===== src/rtl/parking_fee_calc_pkg.sv =====
// Shared constants and FSM state type for the parking fee path.
// Timer width is common to the timer, capture and fee stages.
package parking_pkg;

    localparam int TIME_W = 11;

    localparam int FREE_TICKS_DEF = 15;
    localparam int UNIT_TICKS_DEF = 60;
    localparam int RATE_DEF       = 10;

    typedef enum logic [1:0] {
        IDLE,
        PREP,
        COUNT,
        DONE
    } fee_state_t;

endpackage


===== src/rtl/parking_fee_calc_if.sv =====
// Exit-request / fee-result bundle between the exit controller
// and the fee calculator.
interface parking_fee_calc_if
    import parking_pkg::*;
#(
    parameter int TW = TIME_W,
    parameter int FW = 12
);

    logic          start;
    logic [TW-1:0] timer;
    logic [TW-1:0] entry_time;
    logic          busy;
    logic          done;
    logic [TW-1:0] duration;
    logic [FW-1:0] fee;

    modport master (
        output start, timer, entry_time,
        input  busy, done, duration, fee
    );

    modport slave (
        input  start, timer, entry_time,
        output busy, done, duration, fee
    );

endinterface


===== src/rtl/parking_fee_calc.sv =====
// Exit fee calculator: elapsed time from entry stamp, then an
// iterative per-block fee accumulation with saturation.
module parking_fee_calc
    import parking_pkg::*;
#(
    parameter int FREE_TICKS = FREE_TICKS_DEF,
    parameter int UNIT_TICKS = UNIT_TICKS_DEF,
    parameter int RATE       = RATE_DEF,
    parameter int FEE_W      = 12,
    parameter int MAX_FEE    = 4095
) (
    input logic clk,
    input logic rst,
    parking_fee_calc_if.slave bus
);

    localparam logic [TIME_W-1:0] FREE_T = TIME_W'(FREE_TICKS);
    localparam logic [TIME_W-1:0] UNIT_T = TIME_W'(UNIT_TICKS);
    localparam logic [FEE_W:0]    RATE_X = (FEE_W+1)'(RATE);
    localparam logic [FEE_W:0]    MAX_X  = (FEE_W+1)'(MAX_FEE);

    fee_state_t        state;
    logic              busy_q;
    logic              done_q;
    logic [TIME_W-1:0] dur_q;
    logic [TIME_W-1:0] rem_q;
    logic [FEE_W-1:0]  fee_q;
    logic [FEE_W:0]    fee_sum;
    logic [FEE_W-1:0]  fee_next;

    // Next fee value: one extra bit so the add cannot wrap before the cap.
    always_comb begin
        fee_sum  = {1'b0, fee_q} + RATE_X;
        fee_next = (fee_sum > MAX_X) ? FEE_W'(MAX_FEE)
                                     : fee_sum[FEE_W-1:0];
    end

    // Control FSM with registered busy/done and result registers.
    always_ff @(posedge clk) begin
        if (rst) begin
            state  <= IDLE;
            busy_q <= 1'b0;
            done_q <= 1'b0;
            dur_q  <= '0;
            rem_q  <= '0;
            fee_q  <= '0;
        end else begin
            done_q <= 1'b0;
            unique case (state)
                IDLE: begin
                    if (bus.start) begin
                        dur_q  <= bus.timer - bus.entry_time;
                        fee_q  <= '0;
                        busy_q <= 1'b1;
                        state  <= PREP;
                    end
                end
                PREP: begin
                    if (dur_q <= FREE_T) begin
                        done_q <= 1'b1;
                        state  <= DONE;
                    end else begin
                        rem_q <= dur_q - FREE_T;
                        state <= COUNT;
                    end
                end
                COUNT: begin
                    fee_q <= fee_next;
                    if (rem_q <= UNIT_T) begin
                        done_q <= 1'b1;
                        state  <= DONE;
                    end else begin
                        rem_q <= rem_q - UNIT_T;
                    end
                end
                DONE: begin
                    busy_q <= 1'b0;
                    state  <= IDLE;
                end
            endcase
        end
    end

    assign bus.busy     = busy_q;
    assign bus.done     = done_q;
    assign bus.duration = dur_q;
    assign bus.fee      = fee_q;

endmodule


===== src/flat_wrapper.sv =====
// flat-port wrapper written by rule: the top's interface ports become plain ports
module parking_fee_calc_flat import parking_pkg::*;
#(
    parameter int FREE_TICKS = FREE_TICKS_DEF,
    parameter int UNIT_TICKS = UNIT_TICKS_DEF,
    parameter int RATE       = RATE_DEF,
    parameter int FEE_W      = 12,
    parameter int MAX_FEE    = 4095
)
  (clk, rst, bus_start, bus_timer, bus_entry_time, bus_busy, bus_done, bus_duration, bus_fee);
  parking_fee_calc_if #(.TW(TIME_W), .FW(12)) bus_i ();
  input logic clk;
  input logic rst;
  input wire logic [$bits(bus_i.start)-1:0] bus_start;
  input wire logic [$bits(bus_i.timer)-1:0] bus_timer;
  input wire logic [$bits(bus_i.entry_time)-1:0] bus_entry_time;
  output wire logic [$bits(bus_i.busy)-1:0] bus_busy;
  output wire logic [$bits(bus_i.done)-1:0] bus_done;
  output wire logic [$bits(bus_i.duration)-1:0] bus_duration;
  output wire logic [$bits(bus_i.fee)-1:0] bus_fee;
  assign bus_i.start = bus_start;
  assign bus_i.timer = bus_timer;
  assign bus_i.entry_time = bus_entry_time;
  assign bus_busy = bus_i.busy;
  assign bus_done = bus_i.done;
  assign bus_duration = bus_i.duration;
  assign bus_fee = bus_i.fee;
  parking_fee_calc #(.FREE_TICKS(FREE_TICKS), .UNIT_TICKS(UNIT_TICKS), .RATE(RATE), .FEE_W(FEE_W), .MAX_FEE(MAX_FEE)) u_core (.clk(clk), .rst(rst), .bus(bus_i));
endmodule

===== config.mk =====
export PLATFORM = sky130hd
export DESIGN_NAME = parking_fee_calc_flat
export DESIGN_NICKNAME = d
export VERILOG_FILES = /design/src/rtl/parking_fee_calc_pkg.sv /design/src/rtl/parking_fee_calc_if.sv /design/src/rtl/parking_fee_calc.sv /design/src/flat_wrapper.sv
export SDC_FILE = /design/constraint.sdc
export NUM_CORES = 1
export LEC_CHECK = 0
export CORE_ASPECT_RATIO = 0.9
export CORE_MARGIN = 2
export CORE_UTILIZATION = 47
export CTS_CLUSTER_DIAMETER = 50
export DETAILED_ROUTE_END_ITERATION = 10
export GPL_ROUTABILITY_DRIVEN = 0
export PLACE_DENSITY_LB_ADDON = 0.25
export SYNTH_ARGS = -nofsm -noshare
export SYNTH_HDL_FRONTEND = slang
export SYNTH_SLANG_ARGS = --single-unit

===== constraint.sdc =====
create_clock -name clk -period 1.69 [get_ports clk]
set_clock_uncertainty 0.05 [all_clocks]
set_input_delay 0.169 -clock clk [delete_from_list [all_inputs] [get_ports clk]]
set_output_delay 0.169 -clock clk [all_outputs]
set_load 0.03 [all_outputs]

==> impl_metrics.ini, run 1 <==
[flow_run]
cap_viol_max_count = 0

[clock_tree]
cts-root-to-sink-buffers = 2
numCtsBuffers = 5
tritoncts_clock_tree = done
worstSkewPairLatency_ns = 0.29
cts-root-buf = clkbuf_8
clock_sink_count = 38
cts.htree.levels = 2
path_clk_slew_ns = 0.08

[global_routing]
use_met2_pct = 44.9
pin_count_of_the_biggest_net_entering_global_routing = 31
first_global_vias = 2804
grt_usage_pct = 24.8
most_heavily_used_metal_layer_in_global_routing = met2
first_pass_grt_wire_length_um = 12700
grt_antenna_before_repair = 0
grt_use_met1_pct = 31.0
gr-usage-met3_pct = 3.40
globalRouteOverflowTotal = 0

[finish]
drive_gt1_share_pct = 38.0
flow.area_growth_from_synthesis_pct = 58.6
antennaDiodeCount = 0
num-fill-cells = 342
final_stage_net_count = 496

[routing]
total_wire_length_um = 8700
detailedRoute.firstPassIterationCount = 5
post_drt_wl_per_cell_um = 16.7
routed_via_density = 5.93
via_count = 3081
drt_iter0_drc = 353
post-route-drc-count = 0
detail-route-antenna-nets = 0

[floorplan]
die_area_sq_mm = 0.00623
fp.dieH_um = 75.1
placementRows = 25
initial_utilization_pct = 49.6
io-pin-count = 50
core_sq_mm = 0.00532
die_width_um = 82.9

[pwr]
power.net_switching_mw = 2.44
p_clk_share_pct = 11.3
power_switching_share_pct = 44.3
power-per-cell-area_mw_per_mm2 = 1310
peakVddDrop_mv = 0.829
power.sequential.fraction_pct = 24.3
comb_power_share_pct = 64.4
power_leakage_nw = 1.75
totalPowerFinal_mw = 5.50
intPower_mw = 3.06

[sta]
rsz0062_at_grt = yes
worst_slew_margin_rel_pct = 73.5
hold_fails_final_rpt = 0
worstMarginPinSlew_ns = 0.393
whs_ns = 0.177
top_achievable_clock_speed_ghz = 0.538
final.setup.worst_slack_ns = -0.167
total_neg_setup_slack_ns = -2.04
timing.final.setup_violations = 23
period_share_pct = 110
finalCriticalPeriod_ns = 1.86
slew_viol_final = 0

[setup_path]
required_time_at_the_worst_slack_endpoint_ns = 1.86
cp-start-kind = flip-flop
critical_path.endpoint_type = flip-flop
crit_chain = ha_4 > and3_4 > a22oi_2 > buf_4 > o31a_1 > and2_4 > nand3_1 > a21oi_1
critical_setup_path_class = flip-flop to flip-flop
worstReg2RegEnd = u_core.rem_q[2]
worstPathBufferInverterCount = 1
reg2regPathDepth = 8
critPathSlowestCell = dfxtp_4
crit_path_max_cell_delay_ns = 0.37
critical_path.top_delay_family = compound AO/OA/AOI/OAI gates
path_max_fanout = 5
arrival_ns = 2.03
crit-reg2reg-launch = u_core.rem_q[2]
rrSetupSlack_ns = -0.17

[yosys]
synth.yosys.warnings = 0
ys_top_cells_by_count = dfxtp_1 (38), a21oi_1 (37), nor2_1 (34), o21ai_0 (34), nand2_1 (28)
yosys-top-cells-area = dfxtp_1 (29%), ha_1 (8.5%), a21oi_1 (7.0%)
postSynth.topFlopCell = dfxtp_1
synth_cells = 339
post-synth-top-area-cell = dfxtp_1
synth_area_per_cell_sq_um = 7.78
number_of_library_cell_types_mapped_by_synthesis = 63
ys_seq_elements = 38
synth_top_area_share_pct = 28.9
synthMostInstantiatedCell = dfxtp_1
synth-async-reset-ratio_pct = 0
synth_enable_flop_cells = 0
synth_seq_area_share_pct = 28.9
syn_area_sq_mm = 0.00264
synth.net_count = 383

[hold_path]
worstHoldEndpoint = u_core.bus.duration[0]
hold_path_class = input port to flip-flop
worst_hold_path.num_cells = 3
hold_start = bus_entry_time[0]

[placed_design]
port_buffers = 49
dp_hpwl_um = 5380

[run_status]
failed_checks = negative setup slack
status = finished with violations
[layout by cell type (no fill, tap or decap), types with 7 or more instances in the layout]
cell type and instances:
nand2_1 23, dfxtp_4 7, nand3_1 12, nor3_1 9, ha_1 7, xnor2_1 7
a21oi_1 30, dfxtp_2 11, dlygate4sd2_1 9, inv_1 12, o21ai_2 8, ha_4 10
o21ai_0 21, buf_4 60, a21oi_2 8, dfxtp_1 20, nor2_1 32, clkdlybuf4s50_1 29
dlymetal6s2s_1 7
[tightest hold or removal path: cells and delay by family]
family	cells	cell delay [ns]
AOI/OAI and AO/OA	1	0.06
adders and majority gates	1	0.13
buffers and inverters	1	0.11
[sequential cells by signal, summed over array words and instances (netlist names)]
name                 flops
u_core.bus.fee          12
u_core.rem_q            11
u_core.bus.busy          1
u_core.state             2
u_core.bus.duration     11
u_core.bus.done          1
[layout make-up]
type,count,area [sq um],area share (%)
clock buffer,5,68.8,1.65
clock inverter,3,15.0,0.359
inverter,18,67.6,1.62
multi-input combinational,272,2100,50.1
sequential,38,801,19.2
tap,67,83.8,2.00
timing repair buffer,117,1050,25.1
[stage by stage]
step	setup slack (ns)	area, sq um	cells	util, %
floorplan	-0.0536	2770	339	-
global placement	-0.497	3720	500	69.9
detailed placement	-0.557	3720	500	69.9
CTS	-0.152	4020	516	75.5
global route	-0.235	4180	520	78.6
finish	-0.167	4180	520	78.6
[cells by family (layout without fill, tap and decap cells)]
kind of cell,count (synthesis),after routing,share of synthesized area (%)
and+or+nand+nor,120,121,23.0
DFF,38,38,28.9
AOI/OAI and AO/OA,116,116,28.1
adders and majority gates,19,19,9.30
muxes,3,3,1.19
xor gates and xnor gates,13,13,4.32
buffers and inverters,30,143,5.22
[per-layer routing]
metal | vias to the layer above | wire, um
met3 | 26 | 518
met4 | 0 | 192
met5 | - | 0
met2 | 154 | 4320
li1 | 1460 | -
met1 | 1441 | 3670
[power by group through the flow]
stage / clock network [mW] / logic (mW) / registers (mW)
after floorplan: 0 / 1.54 / 1.50
after global placement: 0 / 2.62 / 1.31
after detailed placement: 0 / 2.67 / 1.32
after CTS: 0.627 / 3.21 / 1.31
after global routing: 0.654 / 3.77 / 1.36
final: 0.623 / 3.54 / 1.34
[how the worst max path moves through the flow]
stage | to | start | cells past startpoint | slack (ns)
floorplan | u_core.bus.fee[7] | u_core.bus.fee[1] | 7 | -0.05
global placement | u_core.bus.duration[10] | bus_timer[0] | 10 | -0.50
detailed placement | u_core.bus.duration[10] | bus_timer[0] | 10 | -0.56
CTS | u_core.bus.fee[9] | u_core.bus.fee[2] | 7 | -0.15
global route | u_core.rem_q[7] | u_core.rem_q[2] | 8 | -0.24
finish | u_core.rem_q[2] | u_core.rem_q[2] | 8 | -0.17
[repair_timing]
item,CTS,global route
setup endpoints to repair,33,41
cloned,1,1
pin swaps,35,31
hold buffers,0,0
endpoints found under the hold margin,0,0
gates resized for setup,60,45
setup buffers,7,5
(Power assumes the default switching activity.)
==> inputs of run 2 (changes only) <==
--- a/config.mk
+++ b/config.mk
@@ -7,7 +7,7 @@
 export LEC_CHECK = 0
 export CORE_ASPECT_RATIO = 0.9
 export CORE_MARGIN = 2
-export CORE_UTILIZATION = 47
+export CORE_UTILIZATION = 45
 export CTS_CLUSTER_DIAMETER = 50
 export DETAILED_ROUTE_END_ITERATION = 10
 export GPL_ROUTABILITY_DRIVEN = 0
==> run 2 against run 1 <==
Compared with the run above: the flow still finishes with violations (negative setup slack); die area grew 4.2%; sequential power about the same; critical endpoint is now u_core.rem_q[9]; flip-flop and latch count unchanged; via count fell by 1.7%; non-clock buffer count up 9.
==> impl_metrics.ini, run 2 (same netlist as run 1, synthesis figures left out) <==
[clock_tree]
clock_sink_count = 38
cts-root-buf = clkbuf_8
numCtsBuffers = 5
cts.htree.levels = 2
worstSkewPairLatency_ns = 0.30
cts-root-to-sink-buffers = 2
path_clk_slew_ns = 0.08
tritoncts_clock_tree = done

[finish]
flow.area_growth_from_synthesis_pct = 61.8
antennaDiodeCount = 0
final_stage_net_count = 505
final_design_area_no_fill_sq_mm = 0.00427
most_frequent_cells_in_the_layout = buf_4 (73), nor2_1 (31), a21oi_1 (28), clkdlybuf4s50_1 (26), nand2_1 (25)
largest_register_ff_count = 12
drive_gt1_share_pct = 40.9
final-seq-area_sq_um = 803
multiInputGateArea_sq_mm = 0.00212
layout.cells.most_common = buf_4
num-fill-cells = 396

[sta]
period_share_pct = 108
rsz0062_at_grt = yes
hold_fails_final_rpt = 0
finalCriticalPeriod_ns = 1.82
worst_slew_margin_rel_pct = 74.3
slew_viol_final = 0
top_achievable_clock_speed_ghz = 0.549
timing.final.setup_violations = 21
worstMarginPinSlew_ns = 0.382
final.setup.worst_slack_ns = -0.130
whs_ns = 0.145

[pwr]
peakVddDrop_mv = 1.00
power.net_switching_mw = 2.35
power_switching_share_pct = 43.5
comb_power_share_pct = 63.2
p_clk_share_pct = 12.3
power_leakage_nw = 1.83
intPower_mw = 3.06
power.sequential.fraction_pct = 24.4
power-per-cell-area_mw_per_mm2 = 1270

[routing]
post_drt_wl_per_cell_um = 15.9
via_count = 3029
total_wire_length_um = 8450
routed_via_density = 5.69
post-route-drc-count = 0
detailedRoute.firstPassIterationCount = 4
detail-route-antenna-nets = 0
drt_iter0_drc = 240

[floorplan]
die_width_um = 84.7
core_sq_mm = 0.00566
fp.dieH_um = 76.6
placementRows = 26
initial_utilization_pct = 46.6
die_area_sq_mm = 0.00649
io-pin-count = 50

[global_routing]
globalRouteOverflowTotal = 0
pin_count_of_the_biggest_net_entering_global_routing = 23
first_pass_grt_wire_length_um = 12700
grt_antenna_before_repair = 0
grt_usage_pct = 23.8
first_global_vias = 2761

[placed_design]
port_buffers = 49
dp_hpwl_um = 5550
post_dp_cell_area_sq_mm = 0.00377

[hold_path]
hold_path_class = input port to flip-flop

[setup_path]
cp-start-kind = flip-flop
arrival_ns = 1.97
critical_setup_path_class = flip-flop to flip-flop
critical_path.top_delay_family = compound AO/OA/AOI/OAI gates
crit_chain = ha_4 > and3_4 > a22oi_2 > o31a_1 > and2_4 > nand2_2 > a31o_1
path_max_fanout = 5
critPathSlowestCell = dfxtp_4
required_time_at_the_worst_slack_endpoint_ns = 1.84
worstPathBufferInverterCount = 0
crit_path_max_cell_delay_ns = 0.37
critical_path.endpoint_type = flip-flop

[run_status]
failed_checks = negative setup slack
status = finished with violations

[flow_run]
cap_viol_max_count = 0
[run 2: worst paths after layout]
kind,endpoint,slack [ns],from,cells after the start
max,u_core.rem_q[9],-0.13,u_core.rem_q[3],7
min,u_core.bus.duration[0],0.14,bus_entry_time[0],3
max reg2reg,u_core.rem_q[9],-0.13,u_core.rem_q[3],7
min reg2reg,u_core.rem_q[0],0.46,u_core.rem_q[0],2
[run 2: power groups by stage]
stage          combinational (mW)  clock [mW]  sequential (mW)
2_1_floorplan                1.54           0             1.50
3_3_place_gp                 2.70           0             1.30
3_5_place_dp                 2.75           0             1.31
4_1_cts                      2.89       0.675             1.30
5_1_grt                      3.68       0.713             1.35
6_report                     3.42       0.667             1.32
[run 2: final cells by class]
| type | count | share of cell area [%] |
|---|---|---|
| Clock inverter | 1 | 0.117 |
| Tap cell | 70 | 2.05 |
| Timing Repair Buffer | 126 | 25.6 |
| Multi-Input combinational cell | 272 | 49.8 |
| Clock buffer | 7 | 2.02 |
| Inverter | 18 | 1.58 |
| Sequential cell | 38 | 18.8 |
[run 2: timing repair]
item / CTS / global route
gates cloned: 0 / 1
gates resized for setup: 43 / 78
hold endpoints to repair: 0 / 0
pin swaps: 26 / 38
buffers inserted: 4 / 7
setup endpoints to repair: 32 / 36
hold buffers: 0 / 0
[run 2: routing by layer]
layer,track usage (%),share of wire (%),wire length [um]
met1,32.0,45,3790
met5,0,0,0
met3,4.23,5.6,473
met4,8.41,1.9,163
met2,38.3,48,4020
[run 2: worst register-to-register path, delay by kind of cell, from the launching register on]
family,cells,cell delay (ns)
adder cells (fa/ha/maj),1,0.16
AND/OR/NAND/NOR,3,0.47
AO/OA/AOI/OAI,3,0.68
flip-flops,1,0.37
[run 2: through the flow]
step | TNS (ns) | utilization, % | cells | worst slack [ns] | power (mW)
after floorplan | -0.103 | - | 339 | -0.0536 | 3.05
after global placement | -4.62 | 66.7 | 512 | -0.514 | 4.00
after detailed placement | -5.33 | 66.7 | 512 | -0.549 | 4.05
after CTS | -0.321 | 70.2 | 524 | -0.109 | 4.86
after global routing | -2.62 | 75.4 | 532 | -0.164 | 5.74
final | -1.29 | 75.4 | 532 | -0.130 | 5.41
